[src/rtl/float_add_seq.sv]
// rtl/float_add_seq.sv - multi-cycle 8-bit minifloat adder (3-bit exp, 5-bit mant)
// Steps through compare, align, add and normalize with valid/ready on both sides.
`timescale 1ns/1ps
module float_add_seq (
  input  logic       clk,
  input  logic       reset,
  input  logic       in_valid,
  output logic       in_ready,
  input  logic [7:0] a_in,
  input  logic [7:0] b_in,
  output logic       out_valid,
  input  logic       out_ready,
  output logic [7:0] result,
  output logic       overflow
);

  typedef enum logic [2:0] {IDLE, CMP, ALIGN, ADD, NORM, DONE} state_t;

  state_t     state;
  logic [7:0] a_reg;
  logic [7:0] b_reg;
  logic [2:0] big_exp;
  logic [4:0] big_mant;
  logic [4:0] small_mant;
  logic [2:0] shift_cnt;
  logic [5:0] sum;

  logic       a_big;
  logic [2:0] exp_diff;

  // A wins ties so the choice is deterministic on identical operands.
  always_comb begin
    a_big    = (a_reg[7:5] > b_reg[7:5]) ||
               ((a_reg[7:5] == b_reg[7:5]) && (a_reg[4:0] >= b_reg[4:0]));
    exp_diff = a_big ? (a_reg[7:5] - b_reg[7:5]) : (b_reg[7:5] - a_reg[7:5]);
  end

  assign in_ready  = (state == IDLE);
  assign out_valid = (state == DONE);

  always_ff @(posedge clk or posedge reset) begin
    if (reset) begin
      state      <= IDLE;
      a_reg      <= 8'h00;
      b_reg      <= 8'h00;
      big_exp    <= 3'd0;
      big_mant   <= 5'd0;
      small_mant <= 5'd0;
      shift_cnt  <= 3'd0;
      sum        <= 6'd0;
      result     <= 8'h00;
      overflow   <= 1'b0;
    end else begin
      case (state)
        IDLE: begin
          if (in_valid) begin
            a_reg <= a_in;
            b_reg <= b_in;
            state <= CMP;
          end
        end
        CMP: begin
          big_exp    <= a_big ? a_reg[7:5] : b_reg[7:5];
          big_mant   <= a_big ? a_reg[4:0] : b_reg[4:0];
          small_mant <= a_big ? b_reg[4:0] : a_reg[4:0];
          // Beyond five shifts the 5-bit mantissa is already all zeros.
          shift_cnt  <= (exp_diff > 3'd5) ? 3'd5 : exp_diff;
          state      <= (exp_diff != 3'd0) ? ALIGN : ADD;
        end
        ALIGN: begin
          small_mant <= small_mant >> 1;
          shift_cnt  <= shift_cnt - 3'd1;
          if (shift_cnt == 3'd1) state <= ADD;
        end
        ADD: begin
          sum   <= {1'b0, big_mant} + {1'b0, small_mant};
          state <= NORM;
        end
        NORM: begin
          if (!sum[5]) begin
            result   <= {big_exp, sum[4:0]};
            overflow <= 1'b0;
          end else if (big_exp != 3'd7) begin
            result   <= {big_exp + 3'd1, sum[5:1]};
            overflow <= 1'b0;
          end else begin
            result   <= 8'hFF;
            overflow <= 1'b1;
          end
          state <= DONE;
        end
        DONE: begin
          if (out_ready) state <= IDLE;
        end
        default: state <= IDLE;
      endcase
    end
  end

endmodule

[config.mk]
export PLATFORM = sky130hd
export DESIGN_NAME = float_add_seq
export DESIGN_NICKNAME = d
export VERILOG_FILES = /design/src/rtl/float_add_seq.sv
export SDC_FILE = /design/constraint.sdc
export NUM_CORES = 1
export LEC_CHECK = 0
export CAP_MARGIN = 0
export CORE_AREA = 3 3 83 85
export DETAILED_ROUTE_END_ITERATION = 12
export DIE_AREA = 0 0 86 88
export PLACE_DENSITY_LB_ADDON = 0.12
export SLEW_MARGIN = 40
export SYNTH_ARGS = -nofsm -noshare
export SYNTH_HDL_FRONTEND = slang
export SYNTH_SLANG_ARGS = --single-unit
[constraint.sdc]
create_clock -name clk -period 3.15 [get_ports clk]
set_input_delay 0.4725 -clock clk [delete_from_list [all_inputs] [get_ports clk]]
set_output_delay 0.4725 -clock clk [all_outputs]
set_load 0.01 [all_outputs]
==> impl_metrics.tcl <==
set metrics [dict create \
    wl_um 4903 \
    grt_max_degree 39 \
    cts_buffer_depth 2 \
    drive_gt1_share_pct 9.667 \
    grt_pass1_wl_um 8666 \
    postCtsHoldBufs 0 \
    fill_cells 621 \
    drtAntennaViolNets 0 \
    synth.lib_cells_used.distinct 44 \
    track_usage_pct 14.44 \
    worstPathBufferInverterCount 1 \
    synth_area_per_cell_um2 10.12 \
    synth_ff_type "dfrtp_1" \
    swShare_pct 42.08 \
    combPwrFrac_pct 57.2 \
    postSynthCellCount 273 \
    fmax_mhz 425.2 \
    irDropWorstVdd_v 0.0006487 \
    synth_area_mm2 0.002763 \
    period_share_pct 74.66 \
    p_switching_mw 1.549 \
    grt_pass1_vias 1946 \
    rsz0062_at_grt "no" \
    drtIter0Drc 37 \
    numCtsBuffers 5 \
    cts_sinks 50 \
    io_pins 31 \
    cp_slowest_cell "o21ai_4" \
    final_area_mm2 0.003207 \
    cp_top_family "compound AO/OA/AOI/OAI gates" \
    p_leak_nw 1.461 \
    cts_root_buf "clkbuf_8" \
    cts_resized 0 \
    report.final.hold_viol_count 0 \
    yosysWarnings 0 \
    maxSlewHeadroom_pct 55.05 \
    cap_viol_max_count 0 \
    rows 29 \
    vias 1914 \
    clkTransAtPathRegs_ns 0.08 \
    pwr-share-seq_pct 32.8 \
    yosys.area.top_type "dfrtp_1" \
    critPathKind "flip-flop to flip-flop" \
    synth_top_area_share_pct 45.29 \
    syn_nets 314 \
    dr.pass1.iters 5 \
    synth_common_cells "dfrtp_1, nand2_1, inv_1" \
    intPower_mw 2.132 \
    yosysMostFrequentCell "dfrtp_1" \
    reg2regPathDepth 7 \
    clock_skew_ns 0.003116 \
    port_buffers 30 \
    worst_pin_slew_ns 0.6743 \
    reg2reg_to "shift_cnt[0]" \
    ys_seq_area_share_pct 45.29 \
    period_needed_ns 2.352 \
    vias_per_cell 5.077 \
    drc 0 \
    hold_path.class "primary input to asynchronous set/reset pin" \
    nNetsFinal 342 \
    worstPathCellList "inv_1 -> ha_1 -> and4b_1 -> o211ai_2 -> o21ai_4 -> mux2_2 -> o31ai_2" \
    cp-end-kind "flip-flop" \
    synth-edff-count 0 \
    die-area_mm2 0.007568 \
    setup-violations-final 0 \
    grt_antenna_before_repair 0 \
    status "complete, no violations" \
    critPathLaunchType "flip-flop" \
    fin_tns_setup_ns 0 \
    cts_tree "yes" \
    insertion_delay_ns 0.30 \
    antennaDiodeCount 0 \
    final_core_util_pct 51.09 \
    clockPowerShare_pct 9.9 \
    path_max_fanout 14 \
    syn_to_final_growth_pct 16.08 \
    required_ns 3.36 \
    die_w_um 86 \
    placed_area_mm2 0.003124 \
    arrival_ns 2.57 \
    slew_violations 0 \
    overflow 0 \
    routabilityCongestion 0.8033 \
    synth-async-reset-ratio_pct 100.0 \
    max_stage_delay_ns 0.48 \
    r2r_slack_ns 0.80 \
    powerDensity_mw_per_mm2 1148 \
    ys_top_cells_by_area "dfrtp_1, ha_1, mux2i_1, nand2_1, a21oi_1" \
    regToRegStartpoint "a_reg[6]" \
    power.total_mw 3.681 \
    yosys_register_bits 50 \
    hold_slack_ns 0.4294 \
    wl_per_cell_um 13.01 \
    coreArea_mm2 0.006277 \
    initial_core_util_pct 44.01 \
    dp_hpwl_um 3772 \
    die_h_um 88 \
    cts_setup_buffers 0 \
    h-tree-depth 2 \
]
## layout by cell type (no fill, tap or decap), types with 2 or more instances in the layout
| cell type | n |
|---|---|
| buf_4 | 3 |
| clkbuf_8 | 6 |
| ha_1 | 18 |
| or3b_2 | 2 |
| a21o_1 | 3 |
| nand2_1 | 29 |
| mux2_2 | 8 |
| o21ai_1 | 17 |
| nor2b_1 | 3 |
| o211ai_1 | 3 |
| inv_2 | 2 |
| xor2_1 | 2 |
| o21ai_0 | 16 |
| mux2i_1 | 19 |
| clkdlybuf4s50_1 | 30 |
| fa_1 | 3 |
| o31ai_2 | 3 |
| dfrtp_1 | 50 |
| nor2_1 | 15 |
| xnor2_1 | 2 |
| a22oi_1 | 6 |
| a21oi_1 | 19 |
| and2_1 | 2 |
| inv_1 | 20 |
## per-layer routing
| layer | up-vias | global-route usage [%] | wire, um |
|---|---|---|---|
| met5 | - | 0 | 0 |
| met4 | 0 | 4.748 | 69 |
| met3 | 6 | 3.104 | 185 |
| met2 | 34 | 24.88 | 2295 |
| met1 | 883 | 18.06 | 2352 |
| li1 | 991 | - | - |
## final cells by class
class	instances	area, um2	share of cell area, %
multi-input combinational	189	1371	42.76
clock buffer	6	82.58	2.575
sequential	50	1251	39.02
timing repair buffer	33	322.8	10.07
inverter	22	82.58	2.575
tap	77	96.34	3.004
## worst max-delay path by stage
stage | depth (start not counted) | to | startpoint
floorplan | 6 | state[0] | a_reg[5]
global placement | 7 | shift_cnt[1] | a_reg[6]
detailed placement | 7 | shift_cnt[1] | a_reg[6]
CTS | 7 | shift_cnt[1] | a_reg[6]
global route | 7 | shift_cnt[1] | a_reg[6]
finish | 7 | shift_cnt[0] | a_reg[6]
## kinds of logic after synthesis
| logic type | after synthesis | share of synthesized area (%) |
|---|---|---|
| xor+xnor | 4 | 1.268 |
| mux | 27 | 10.14 |
| fa+ha+maj | 21 | 10.33 |
| simple gates | 63 | 11.41 |
| buf+inv | 34 | 5.072 |
| compound gates | 74 | 16.49 |
| flops | 50 | 45.29 |
## metrics by stage
step / instances / worst slack, ns
finish: 377 / 0.7981
global route: 377 / 0.6415
CTS: 377 / 0.7813
detailed placement: 371 / 0.7998
global placement: 371 / 0.8539
floorplan: 273 / 1.175
## power by group through the flow
stage	logic [mW]	registers [mW]	clock network, mW
after floorplan	1.70	1.16	0
after global placement	2.11	1.21	0
after detailed placement	2.13	1.23	0
after CTS	2.14	1.22	0.384
after global routing	2.41	1.27	0.404
final	2.11	1.21	0.366
Note: power is estimated with default switching activity, not from simulation.
